[src/rtl/cpu_pkg.sv]
// Shared CPU definitions used by the hazard sequencer: instruction field
// constants, the mult/div FSM state and the latch-control bundle.
package cpu_pkg;

  localparam logic [4:0] OP_ALU    = 5'b00000;
  localparam logic [4:0] ALUOP_MUL = 5'b00110;
  localparam logic [4:0] ALUOP_DIV = 5'b00111;

  typedef enum logic {
    MD_IDLE,
    MD_BUSY
  } md_state_t;

  // Which hazard owns the latch controls this cycle, highest priority first.
  typedef enum logic [2:0] {
    SRC_OFF,
    SRC_MD,
    SRC_FLUSH,
    SRC_LOAD,
    SRC_RUN
  } stall_src_t;

  typedef struct packed {
    logic pc_en;
    logic fd_en;
    logic dx_en;
    logic xm_en;
    logic fd_nop;
    logic dx_nop;
    logic xm_nop;
  } latch_ctrl_t;

  localparam latch_ctrl_t CTRL_OFF   = 7'b0000_000;
  localparam latch_ctrl_t CTRL_MD    = 7'b0001_001;
  localparam latch_ctrl_t CTRL_FLUSH = 7'b1111_110;
  localparam latch_ctrl_t CTRL_LOAD  = 7'b0011_010;
  localparam latch_ctrl_t CTRL_RUN   = 7'b1111_000;

  function automatic latch_ctrl_t ctrl_for(input stall_src_t src);
    case (src)
      SRC_MD:    ctrl_for = CTRL_MD;
      SRC_FLUSH: ctrl_for = CTRL_FLUSH;
      SRC_LOAD:  ctrl_for = CTRL_LOAD;
      SRC_RUN:   ctrl_for = CTRL_RUN;
      default:   ctrl_for = CTRL_OFF;
    endcase
  endfunction

endpackage

[src/rtl/pipeline_stall_control_if.sv]
// Hazard inputs and latch/mult-div controls between the datapath and the
// pipeline stall sequencer.
interface pipeline_stall_control_if;
  logic [31:0] IR_X;
  logic        loadOutputToALUInput;
  logic        branch_taken_X;
  logic        md_resultRDY;
  logic        pc_en;
  logic        fd_en;
  logic        dx_en;
  logic        xm_en;
  logic        fd_nop;
  logic        dx_nop;
  logic        xm_nop;
  logic        ctrl_MULT;
  logic        ctrl_DIV;
  logic        md_busy;
  logic        md_timeout;

  modport master (
    output IR_X, loadOutputToALUInput, branch_taken_X, md_resultRDY,
    input  pc_en, fd_en, dx_en, xm_en, fd_nop, dx_nop, xm_nop,
    input  ctrl_MULT, ctrl_DIV, md_busy, md_timeout
  );

  modport slave (
    input  IR_X, loadOutputToALUInput, branch_taken_X, md_resultRDY,
    output pc_en, fd_en, dx_en, xm_en, fd_nop, dx_nop, xm_nop,
    output ctrl_MULT, ctrl_DIV, md_busy, md_timeout
  );
endinterface

[src/rtl/pipeline_stall_control_multdiv_sequencer.sv]
// IDLE/BUSY sequencer for the multi-cycle mult/div unit: start pulses, busy
// tracking, cycle counter and forced release after MD_TIMEOUT busy cycles.
module multdiv_sequencer
  import cpu_pkg::*;
#(
  parameter int MD_TIMEOUT = 40
) (
  input  logic clock,
  input  logic reset_n,
  input  logic md_in_x,
  input  logic md_is_div,
  input  logic md_result_rdy,
  output logic md_stall,
  output logic ctrl_mult,
  output logic ctrl_div,
  output logic md_busy,
  output logic md_timeout
);

  localparam logic [6:0] CNT_LAST = 7'(MD_TIMEOUT - 1);

  md_state_t  state_q, state_d;
  logic [6:0] md_cnt_q, md_cnt_d;

  // NOTE: state registers use non-blocking assignments so every flop samples
  // pre-edge values regardless of process ordering.
  always_ff @(posedge clock or negedge reset_n) begin
    if (!reset_n) begin
      state_q  <= MD_IDLE;
      md_cnt_q <= '0;
    end else begin
      state_q  <= state_d;
      md_cnt_q <= md_cnt_d;
    end
  end

  // NOTE: every output of this block gets a default first; a path that
  // leaves one unassigned would infer a latch.
  always_comb begin
    state_d    = state_q;
    md_cnt_d   = md_cnt_q;
    md_stall   = 1'b0;
    ctrl_mult  = 1'b0;
    ctrl_div   = 1'b0;
    md_timeout = 1'b0;
    case (state_q)
      MD_IDLE: begin
        if (md_in_x) begin
          ctrl_mult = !md_is_div;
          ctrl_div  = md_is_div;
          md_stall  = 1'b1;
          md_cnt_d  = '0;
          state_d   = MD_BUSY;
        end
      end
      MD_BUSY: begin
        if (md_result_rdy) begin
          state_d = MD_IDLE;
        end else if (md_cnt_q == CNT_LAST) begin
          md_timeout = 1'b1;
          state_d    = MD_IDLE;
        end else begin
          md_stall = 1'b1;
          md_cnt_d = md_cnt_q + 7'd1;
        end
      end
      default: state_d = MD_IDLE;
    endcase
    // Pulses are combinational, so they must be forced quiet while in reset.
    if (!reset_n) begin
      md_stall   = 1'b0;
      ctrl_mult  = 1'b0;
      ctrl_div   = 1'b0;
      md_timeout = 1'b0;
    end
  end

  assign md_busy = (state_q == MD_BUSY);

endmodule

[src/rtl/pipeline_stall_control.sv]
// Pipeline hazard sequencer: priority mux of mult/div stall, branch flush and
// load-use stall into PC/F-D/D-X/X-M latch controls.
// Optional build macro: STALL_PERF_COUNTERS_EN adds stall/flush counters.
module pipeline_stall_control
  import cpu_pkg::*;
#(
  parameter int MD_TIMEOUT = 40
) (
  input  logic clock,
  input  logic reset_n,
  pipeline_stall_control_if.slave ctl
`ifdef STALL_PERF_COUNTERS_EN
  ,
  output logic [31:0] lw_stall_cycles,
  output logic [31:0] md_stall_cycles,
  output logic [31:0] flush_count
`endif
);

  logic        md_in_x;
  logic        md_is_div;
  logic        md_stall;
  logic        unused_ir;
  stall_src_t  src;
  latch_ctrl_t ctrl;

  assign md_is_div = (ctl.IR_X[6:2] == ALUOP_DIV);
  assign md_in_x   = (ctl.IR_X[31:27] == OP_ALU) &&
                     ((ctl.IR_X[6:2] == ALUOP_MUL) || md_is_div);
  assign unused_ir = ^{ctl.IR_X[26:7], ctl.IR_X[1:0]};

  multdiv_sequencer #(
    .MD_TIMEOUT (MD_TIMEOUT)
  ) u_seq (
    .clock         (clock),
    .reset_n       (reset_n),
    .md_in_x       (md_in_x),
    .md_is_div     (md_is_div),
    .md_result_rdy (ctl.md_resultRDY),
    .md_stall      (md_stall),
    .ctrl_mult     (ctl.ctrl_MULT),
    .ctrl_div      (ctl.ctrl_DIV),
    .md_busy       (ctl.md_busy),
    .md_timeout    (ctl.md_timeout)
  );

  always_comb begin
    src = SRC_RUN;
    if (!reset_n)                      src = SRC_OFF;
    else if (md_stall)                 src = SRC_MD;
    else if (ctl.branch_taken_X)       src = SRC_FLUSH;
    else if (ctl.loadOutputToALUInput) src = SRC_LOAD;
  end

  assign ctrl       = ctrl_for(src);
  assign ctl.pc_en  = ctrl.pc_en;
  assign ctl.fd_en  = ctrl.fd_en;
  assign ctl.dx_en  = ctrl.dx_en;
  assign ctl.xm_en  = ctrl.xm_en;
  assign ctl.fd_nop = ctrl.fd_nop;
  assign ctl.dx_nop = ctrl.dx_nop;
  assign ctl.xm_nop = ctrl.xm_nop;

`ifdef STALL_PERF_COUNTERS_EN
  // Each counter follows the winning source only, so overlapping hazards count once.
  always_ff @(posedge clock or negedge reset_n) begin
    if (!reset_n) begin
      lw_stall_cycles <= '0;
      md_stall_cycles <= '0;
      flush_count     <= '0;
    end else begin
      if (src == SRC_LOAD)  lw_stall_cycles <= lw_stall_cycles + 32'd1;
      if (src == SRC_MD)    md_stall_cycles <= md_stall_cycles + 32'd1;
      if (src == SRC_FLUSH) flush_count     <= flush_count + 32'd1;
    end
  end
`endif

endmodule

[src/flat_wrapper.sv]
// flat-port wrapper written by rule: the top's interface ports become plain ports
module pipeline_stall_control_flat import cpu_pkg::*;
#(
  parameter int MD_TIMEOUT = 40
)
  (clock, reset_n, ctl_IR_X, ctl_loadOutputToALUInput, ctl_branch_taken_X, ctl_md_resultRDY, ctl_pc_en, ctl_fd_en, ctl_dx_en, ctl_xm_en, ctl_fd_nop, ctl_dx_nop, ctl_xm_nop, ctl_ctrl_MULT, ctl_ctrl_DIV, ctl_md_busy, ctl_md_timeout);
  pipeline_stall_control_if ctl_i ();
  input  logic clock;
  input  logic reset_n;
  input wire logic [$bits(ctl_i.IR_X)-1:0] ctl_IR_X;
  input wire logic [$bits(ctl_i.loadOutputToALUInput)-1:0] ctl_loadOutputToALUInput;
  input wire logic [$bits(ctl_i.branch_taken_X)-1:0] ctl_branch_taken_X;
  input wire logic [$bits(ctl_i.md_resultRDY)-1:0] ctl_md_resultRDY;
  output wire logic [$bits(ctl_i.pc_en)-1:0] ctl_pc_en;
  output wire logic [$bits(ctl_i.fd_en)-1:0] ctl_fd_en;
  output wire logic [$bits(ctl_i.dx_en)-1:0] ctl_dx_en;
  output wire logic [$bits(ctl_i.xm_en)-1:0] ctl_xm_en;
  output wire logic [$bits(ctl_i.fd_nop)-1:0] ctl_fd_nop;
  output wire logic [$bits(ctl_i.dx_nop)-1:0] ctl_dx_nop;
  output wire logic [$bits(ctl_i.xm_nop)-1:0] ctl_xm_nop;
  output wire logic [$bits(ctl_i.ctrl_MULT)-1:0] ctl_ctrl_MULT;
  output wire logic [$bits(ctl_i.ctrl_DIV)-1:0] ctl_ctrl_DIV;
  output wire logic [$bits(ctl_i.md_busy)-1:0] ctl_md_busy;
  output wire logic [$bits(ctl_i.md_timeout)-1:0] ctl_md_timeout;
  assign ctl_i.IR_X = ctl_IR_X;
  assign ctl_i.loadOutputToALUInput = ctl_loadOutputToALUInput;
  assign ctl_i.branch_taken_X = ctl_branch_taken_X;
  assign ctl_i.md_resultRDY = ctl_md_resultRDY;
  assign ctl_pc_en = ctl_i.pc_en;
  assign ctl_fd_en = ctl_i.fd_en;
  assign ctl_dx_en = ctl_i.dx_en;
  assign ctl_xm_en = ctl_i.xm_en;
  assign ctl_fd_nop = ctl_i.fd_nop;
  assign ctl_dx_nop = ctl_i.dx_nop;
  assign ctl_xm_nop = ctl_i.xm_nop;
  assign ctl_ctrl_MULT = ctl_i.ctrl_MULT;
  assign ctl_ctrl_DIV = ctl_i.ctrl_DIV;
  assign ctl_md_busy = ctl_i.md_busy;
  assign ctl_md_timeout = ctl_i.md_timeout;
  pipeline_stall_control #(.MD_TIMEOUT(MD_TIMEOUT)) u_core (.clock(clock), .reset_n(reset_n), .ctl(ctl_i));
endmodule
[config.mk]
export PLATFORM = sky130hd
export DESIGN_NAME = pipeline_stall_control_flat
export DESIGN_NICKNAME = d
export VERILOG_FILES = /design/src/rtl/cpu_pkg.sv /design/src/rtl/pipeline_stall_control_if.sv /design/src/rtl/pipeline_stall_control_multdiv_sequencer.sv /design/src/rtl/pipeline_stall_control.sv /design/src/flat_wrapper.sv
export SDC_FILE = /design/constraint.sdc
export NUM_CORES = 1
export LEC_CHECK = 0
export BUFFER_PORTS_ARGS = -buffer_cell sky130_fd_sc_hd__clkbuf_2
export CAP_MARGIN = 20
export CORE_MARGIN = 1
export CORE_UTILIZATION = 39
export CTS_CLUSTER_DIAMETER = 120
export CTS_CLUSTER_SIZE = 12
export DETAILED_ROUTE_END_ITERATION = 10
export PLACE_DENSITY = 0.78
export SYNTH_ARGS = -nofsm -noshare
export SYNTH_HDL_FRONTEND = slang
export SYNTH_HIERARCHICAL = 1
export SYNTH_SLANG_ARGS = --single-unit
export TNS_END_PERCENT = 1
[constraint.sdc]
create_clock -name clock -period 2 [get_ports clock]
set_input_delay 0 -clock clock [delete_from_list [all_inputs] [get_ports clock]]
set_output_delay 0 -clock clock [all_outputs]
set_load 0.05 [all_outputs]
== Word-level counts from Yosys, hierarchy flattened ==
Index checks and enable logic that the tools add are counted.
Storage, ports and cells
  register bits: 8
  bits of input ports: 37
  output and inout bits: 11
  logic and storage cells: 43
Operators by class
  add/sub/neg operators: 1
  equality and inequality tests: 10
  multiplexer cells: 24
  bitwise logic cells: 1
  reduce and logical (&&, ||, !) cells: 5
Operator list (number)
  7-bit case mux with 4 select lines: 1
  7-bit two-way mux: 3
  1-bit two-way mux: 14
  7-bit case mux with 2 select lines: 1
  3-bit two-way mux: 4
  5-bit by 3-bit == test with 1-bit output (second input constant): 2
  7-bit by 1-bit adder with 7-bit output (second input constant): 1
  7-bit by 6-bit == test with 1-bit output (second input constant): 1
  3-bit by 2-bit == test with 1-bit output (second input constant): 2
  5-bit zero test: 1
  2-bit inequality test (second input constant): 2
  3-bit by 1-bit == test with 1-bit output (second input constant): 1
  3-bit == test (second input constant): 1
  3-bit AND reduction: 1
  2-bit by 1-bit inequality test with 1-bit output (second input constant): 1
  1-bit case mux with 2 select lines: 1
  1-bit logical AND: 1
  1-bit zero test: 1
  1-bit logical OR: 1
  1-bit inverter: 1

== Logic depth before layout (Yosys ltp) ==
Gate-level depths: netlist (run 1).
  word-level depth: 10
  gate-level depth with buffers: 7
  mapped depth without buffers: 6

== Modules after synthesis ==
The synthesis (run 1) kept the hierarchy.
By module, submodules not included
  multdiv_sequencer: times used 1, cells an instance 62, area an instance 571.8 sq um, seq. area each 200.2 sq um
  pipeline_stall_control: times used 1, cells an instance 14, area an instance 87.6 sq um, seq. area each 0.0 sq um

== Least setup slack after synthesis (run 1) ==
No wires, ideal clock.
  kind: register to output
  start: register u_core.u_seq.state_q, in the netlist u_core/u_seq/md_busy
  end: output port ctl_pc_en
  arrival time: 2424 ps
  required time: 2000 ps
  setup slack: -424 ps
  stages on the path, launching flop included: 6
  buffers on the path: 1
  cell sequence: dfrtp_1 nor2_1 a211oi_1 nand2b_1 a21oi_1 buf_4
On the way
  word-level cells in the longest chain between the ends: 7
  elaborated cells on any way between the ends: 10
  those cells by class: eq/ne: 4; mux: 5; bitwise: 1
Ends and longest elaborated chain
  start, declared: RTL line pipeline_stall_control_multdiv_sequencer.sv:22  | md_state_t state_q, state_d;
  start signal, assigned: RTL line pipeline_stall_control_multdiv_sequencer.sv:32  | state_q <= state_d;
  1-bit inverter
  1-bit case mux with 2 select lines (*): RTL line pipeline_stall_control_multdiv_sequencer.sv:46  | case (state_q)
  1-bit two-way mux (*): RTL line pipeline_stall_control_multdiv_sequencer.sv:70  | if (!reset_n) begin
  net u_core.md_stall: RTL line pipeline_stall_control.sv:22  | logic md_stall;
  3-bit two-way mux (*): RTL line pipeline_stall_control.sv:50  | else if (md_stall) src = SRC_MD;
  3-bit two-way mux (*): RTL line pipeline_stall_control.sv:49  | if (!reset_n) src = SRC_OFF;
  3-bit == test, or another cell as far along: RTL line cpu_pkg.sv:40  | case (src)
  7-bit case mux with 4 select lines (*): RTL line cpu_pkg.sv:40
  end, declared: RTL line flat_wrapper.sv:14  | output wire logic [$bits(ctl_i.pc_en)-1:0] ctl_pc_en;
Mark *: on every way through the listed nets, which the timed path passes. The rest lies on a longest branch.

== Final worst setup path (run 1) ==
  start: register u_core.u_seq.md_cnt_q[4]
  end: output port ctl_fd_en
On the way
  word-level cells in the longest chain between the ends: 9
  elaborated cells on any way between the ends: 12
  those cells by class: eq/ne: 5; mux: 7
Ends and longest elaborated chain
  start, declared: RTL line pipeline_stall_control_multdiv_sequencer.sv:23  | logic [6:0] md_cnt_q, md_cnt_d;
  start signal, assigned: RTL line pipeline_stall_control_multdiv_sequencer.sv:33  | md_cnt_q <= md_cnt_d;
  7-bit by 6-bit == test with 1-bit output (*): RTL line pipeline_stall_control_multdiv_sequencer.sv:59  | end else if (md_cnt_q == CNT_LAST) begin
  1-bit two-way mux (*): RTL line pipeline_stall_control_multdiv_sequencer.sv:59
  1-bit two-way mux (*): RTL line pipeline_stall_control_multdiv_sequencer.sv:57  | if (md_result_rdy) begin
  1-bit case mux with 2 select lines (*): RTL line pipeline_stall_control_multdiv_sequencer.sv:46
  1-bit two-way mux (*): RTL line pipeline_stall_control_multdiv_sequencer.sv:70
  net u_core.md_stall: RTL line pipeline_stall_control.sv:22
  3-bit two-way mux (*): RTL line pipeline_stall_control.sv:50
  3-bit two-way mux (*): RTL line pipeline_stall_control.sv:49
  3-bit == test, or another cell as far along: RTL line cpu_pkg.sv:40
  7-bit case mux with 4 select lines (*): RTL line cpu_pkg.sv:40
  end, declared: RTL line flat_wrapper.sv:15  | output wire logic [$bits(ctl_i.fd_en)-1:0] ctl_fd_en;
Marks and branches as above.

==> out/metrics.cfg, run 1 <==
[clock_tree]
path_clk_slew_ps=70
clk_latency_ps=260
htree_levels=1
clk_path_buf_depth=2
clock_sinks=8
cts_tree=yes
cts_buffers=3
cts-root-buf=clkbuf_4

[synth]
synth-seq-cells=8
synth_area_um2=659
yosysSeqAreaShare_pct=30.4
ys_types=39
synth_ff_type=dfrtp_1
ys_async_sr_fraction_pct=100
yosys.area.top_type=dfrtp_1
synth_top_area_share_pct=30.4
synth_cells=76
yosysWarnings=6
avgSynthCellArea_um2=8.68
syn_nets=114
synthTopCellsByArea=dfrtp_1, nand2_1, nand4bb_4
synth_edf_count=0

[global_routing]
grtUsageMet3_pct=8.09
grt_pass1_vias=699
grt_pass1_wl_mm=2.77
gr-total-overflow=0
gr-max-usage-layer=met2
met2_usage_pct=35.8
grt_max_degree=17
grt_antenna_before_repair=0
met1_usage_pct=21.3
grt_usage_pct=19.9

[finish]
n_fill_cell=146
layout.nets=146
final_area_um2=885
fin_util_pct=57.4
area_delta_synth_final_pct=34.2
num_antenna_cells=0
final_cell_mix=clkbuf_2, nand2_1, clkbuf_4, inv_1, dfrtp_1
drive_gt1_share_pct=42.5
final_common_cell=clkbuf_2

[setup_path]
worstReg2RegEnd=u_core/u_seq/md_cnt_q[0]$_DFFE_PN0P_
max_stage_delay_ps=440
worstSetupStartpoint=u_core/u_seq/md_cnt_q[4]$_DFFE_PN0P_
worst-path-max-fanout=7
cp-endpoint=ctl_fd_en
worst_path_max_delay_cell=dfrtp_1
timing.reg2reg.setup_slack_ps=650
r2r_cells=5
crit_type=reg -> out
worst-path-buf-inv=1
r2r-start=u_core/u_seq/md_cnt_q[1]$_DFFE_PN0P_
endpoint_kind=primary output
worst-path-stages=6
path_delay_family=simple AND/OR/NAND/NOR gates
critPathArrivalTime_ps=1870
crit_required_ps=2000
cp-start-kind=flop
path_cells=nand4bb_4 -> o21ai_2 -> a211oi_2 -> nand2b_2 -> a21oi_4 -> clkbuf_4

[status]
outcome=finished, final reports clean

[floorplan]
initial_core_util_pct=42.8
ios=48
die_x_um=43.1
core_um2=1540
dieHeight_um=43.1
num_rows=14
die-area_um2=1860

[hold_path]
hold_path.class=in -> async

[power]
switchingPower_w=0.000271
p_leak_nw=0.434
p_seq_share_pct=41.6
peakVddDrop_uv=627
combinationalPowerShare_pct=39.5
switching_share_pct=39.3
powerDensity_nw_per_um2=779
clockPowerShare_pct=18.9
internal_power_w=0.000418

[sta]
slew_violations=0
fin_tns_setup_ps=0
min_period_ps=1870
fmax_mhz=534
finalCritPeriodShare_pct=93.6
setup_viol=0
worst_slew_pin_slew_ps=324
rsz0062_at_grt=false
fin_skew_ps=15.3
relSlewSlack_pct=78.1
hold_viol=0

[route]
vias_per_cell=5.66
drt_iter0_markers=3
drt_pass1_iterations=4
wire_per_inst_um=13.4
detail-route-antenna-nets=0
drt_wl_total_mm=1.63
drc_errors=0
vias=690

[placement]
port-buffer-count=25
placed_area_um2=822
place.gp.congestion=0.807
place_hpwl_mm=1.29

[flow_run]
max_cap_violations=0

[what timing repair did]
action | 4_1_cts | 5_1_grt
setup endpoints to repair | 5 | 6
hold buffers | 1 | 0
buffers inserted | 0 | 1
endpoints found under the hold margin | 8 | 0
resized for setup | 5 | 4
[worst min path at each step]
stage | from | end | slack, ps | cells after the start
6_report | reset_n | u_core/u_seq/md_cnt_q[1]$_DFFE_PN0P_ | 150 | 2
5_1_grt | reset_n | u_core/u_seq/md_cnt_q[1]$_DFFE_PN0P_ | 190 | 2
4_1_cts | reset_n | u_core/u_seq/md_cnt_q[1]$_DFFE_PN0P_ | 150 | 2
3_5_place_dp | reset_n | u_core/u_seq/md_cnt_q[6]$_DFFE_PN0P_ | -100 | 1
3_3_place_gp | reset_n | u_core/u_seq/md_cnt_q[6]$_DFFE_PN0P_ | -100 | 1
2_1_floorplan | reset_n | u_core/u_seq/md_busy$_DFF_PN0_ | -300 | 0
[worst reg2reg max path, stage by stage, from the launching register on]
cell	delay (ps)
dfrtp_1	390
ha_1	200
nand2b_1	100
buf_4	160
or2_4	270
o211ai_2	150
[stage by stage]
stage               setup WS [ps]  instances  hold WS, ps  power, W
detailed placement            194        117         -101  0.000539
CTS                          7.50        121          148  0.000677
floorplan                    18.2         76         -296  0.000458
global route                 6.01        122          188  0.000745
finish                        128        122          154  0.000689
global placement              263        117         -103  0.000523
[area by class of cell]
cell class	instances	area, um^2	area share, %
Clock buffer	3	22.5	2.55
Inverter	7	26.3	2.97
Multi-Input combinational cell	58	439	49.6
Sequential cell	8	201	22.8
Tap cell	16	20.0	2.26
Timing Repair Buffer	30	175	19.8
[cells by family after synthesis]
logic type | count (synthesis) | synth area share [%]
multiplexers | 1 | 1.52
flip-flops | 8 | 30.4
buffers and inverters | 10 | 6.45
adder cells (fa/ha/maj) | 1 | 1.90
AND/OR/NAND/NOR | 38 | 39.7
AO/OA/AOI/OAI | 18 | 20.1
[power by group through the flow]
| stage | combinational, W | clock [W] | sequential [W] |
|---|---|---|---|
| after floorplan | 0.000178 | 0 | 0.000279 |
| after global placement | 0.000239 | 0 | 0.000285 |
| after detailed placement | 0.000250 | 0 | 0.000289 |
| after CTS | 0.000255 | 0.000136 | 0.000286 |
| after global routing | 0.000301 | 0.000143 | 0.000301 |
| final | 0.000272 | 0.000130 | 0.000287 |
[synth_stat cells, drive strengths merged (3+ instances only)]
cell type  number
a21oi           4
inv             7
nand2           8
dfrtp           8
nor2            5
nor2b           3
[registers in the layout (all words and copies together), names as in the netlist]
name                   count
u_core/u_seq/md_cnt_q      7
u_core/u_seq/md_busy       1
[layer usage]
metal / vias up / part of all wire, %
met4: 0 / 0
li1: 336 / -
met3: 0 / 4.3
met5: - / 0
met1: 336 / 41
met2: 18 / 55
Power figures use the tool's default switching activity.
==> run 2: changes to the inputs <==
==> constraint.sdc (replaced) <==
create_clock -name clock -period 2 [get_ports clock]
set_input_delay 0 -clock clock [delete_from_list [all_inputs] [get_ports clock]]
set_output_delay 0 -clock clock [all_outputs]
set_load 0.1 [all_outputs]
==> run 2 against run 1 <==
Global-route usage shrank 2.1 points; routed wire length shrank 3.2%; die area is the same; flip-flop and latch count did not move; largest power group is now combinational cells; highest routed layer unchanged.
==> out/metrics.cfg, run 2 (synthesis results as in run 1) <==
[status]
outcome=finished, final reports clean

[global_routing]
gr-total-overflow=0
grt_pass1_wl_mm=2.57
grt_pass1_vias=605
grt_usage_pct=17.8
grt_max_degree=18
grt_antenna_before_repair=0

[setup_path]
crit_type=reg -> out
worst-path-max-fanout=5
endpoint_kind=primary output
critPathArrivalTime_ps=1840
r2r_cells=5
cp-start-kind=flop
crit_required_ps=2000
timing.reg2reg.setup_slack_ps=630

[placement]
dp_slack_ps=206
place_hpwl_mm=1.20
place.gp.congestion=0.839
port-buffer-count=25
placed_area_um2=940

[finish]
final_common_cell=clkbuf_2
area_delta_synth_final_pct=52.8
num_antenna_cells=0
final_cell_mix=clkbuf_2, buf_4, nand2_1
largest_reg_flops=7
fin_util_pct=65.3
layout.nets=147
final_area_um2=1010
top_register=u_core/u_seq/md_cnt_q
n_fill_cell=125
drive_gt1_share_pct=46.3

[floorplan]
die_x_um=43.1
die-area_um2=1860
initial_core_util_pct=42.8
dieHeight_um=43.1
num_rows=14
core_um2=1540
ios=48

[sta]
whs_ps=171
slew_violations=0
hold_viol=0
min_period_ps=1840
relSlewSlack_pct=64.0
setup_viol=0
setup_ws_ps=160
fmax_mhz=544
fin_tns_setup_ps=0
worst_slew_pin_slew_ps=542
finalCritPeriodShare_pct=92.0
rsz0062_at_grt=false
fin_skew_ps=6.55

[clock_tree]
cts_tree=yes
cts-root-buf=clkbuf_4
clk_path_buf_depth=2
clk_latency_ps=250
cts_buffers=3
htree_levels=1
path_clk_slew_ps=60
clock_sinks=8

[power]
p_leak_nw=0.474
peakVddDrop_uv=597
powerDensity_nw_per_um2=763

[route]
drt_iter0_markers=6
vias_per_cell=5.45
drt_pass1_iterations=4
drt_wl_total_mm=1.58
vias=676
wire_per_inst_um=12.7
detail-route-antenna-nets=0
drc_errors=0

[hold_path]
hold_path.class=in -> async

[flow_run]
max_cap_violations=0

==> run 2: through the flow <==
step	std cells	power, W
2_1_floorplan	76	0.000498
3_3_place_gp	117	0.000583
3_5_place_dp	117	0.000599
4_1_cts	122	0.000740
5_1_grt	124	0.000815
6_report	124	0.000768
==> run 2: critical path, stage by stage, from the launching register on <==
cell and delay (ps):
dfrtp_1 390, ha_1 210, nand2b_1 110, buf_4 170, or2_4 270, nor4_4 120, buf_4 320
==> run 2: final cells by class <==
type,count,area [um^2],share of cell area (%)
well taps,16,20.0,1.99
repair buffers,31,270,26.8
clock buffers,4,26.3,2.61
flip-flops and latches,8,201,20.0
multi-input cells,58,463,46.0
inverters,7,26.3,2.61
==> run 2: per-layer routing <==
| metal | part of all wire, % | track usage, % | routed length (um) |
|---|---|---|---|
| met3 | 4.4 | 1.28 | 70 |
| met4 | 0 | 5.45 | 0 |
| met2 | 53 | 31.0 | 830 |
| met5 | 0 | 0 | 0 |
| met1 | 43 | 23.1 | 679 |
==> run 2: worst paths after layout <==
path / from / to
max reg2reg: u_core/u_seq/md_cnt_q[1]$_DFFE_PN0P_ / u_core/u_seq/md_cnt_q[1]$_DFFE_PN0P_
min: reset_n / u_core/u_seq/md_cnt_q[4]$_DFFE_PN0P_
min in group clock: ctl_md_resultRDY / u_core/u_seq/md_cnt_q[0]$_DFFE_PN0P_
max: u_core/u_seq/md_cnt_q[1]$_DFFE_PN0P_ / ctl_md_timeout
min reg2reg: u_core/u_seq/md_cnt_q[6]$_DFFE_PN0P_ / u_core/u_seq/md_cnt_q[6]$_DFFE_PN0P_
max in group asynchronous: reset_n / u_core/u_seq/md_busy$_DFF_PN0_
==> run 2: what timing repair did <==
| item | in CTS | in global routing |
|---|---|---|
| hold buffers | 1 | 0 |
| gates resized for setup | 2 | 3 |
| setup endpoints to repair | 5 | 5 |
| setup buffers | 0 | 2 |
| endpoints found under the hold margin | 8 | 0 |
==> run 2: where the power goes <==
part | switching (W) | internal (W) | total, W
clock | 0.0000589 | 0.0000766 | 0.000135
combinational | 0.000181 | 0.000162 | 0.000343
sequential | 0.0000754 | 0.000214 | 0.000290
total | 0.000315 | 0.000453 | 0.000768
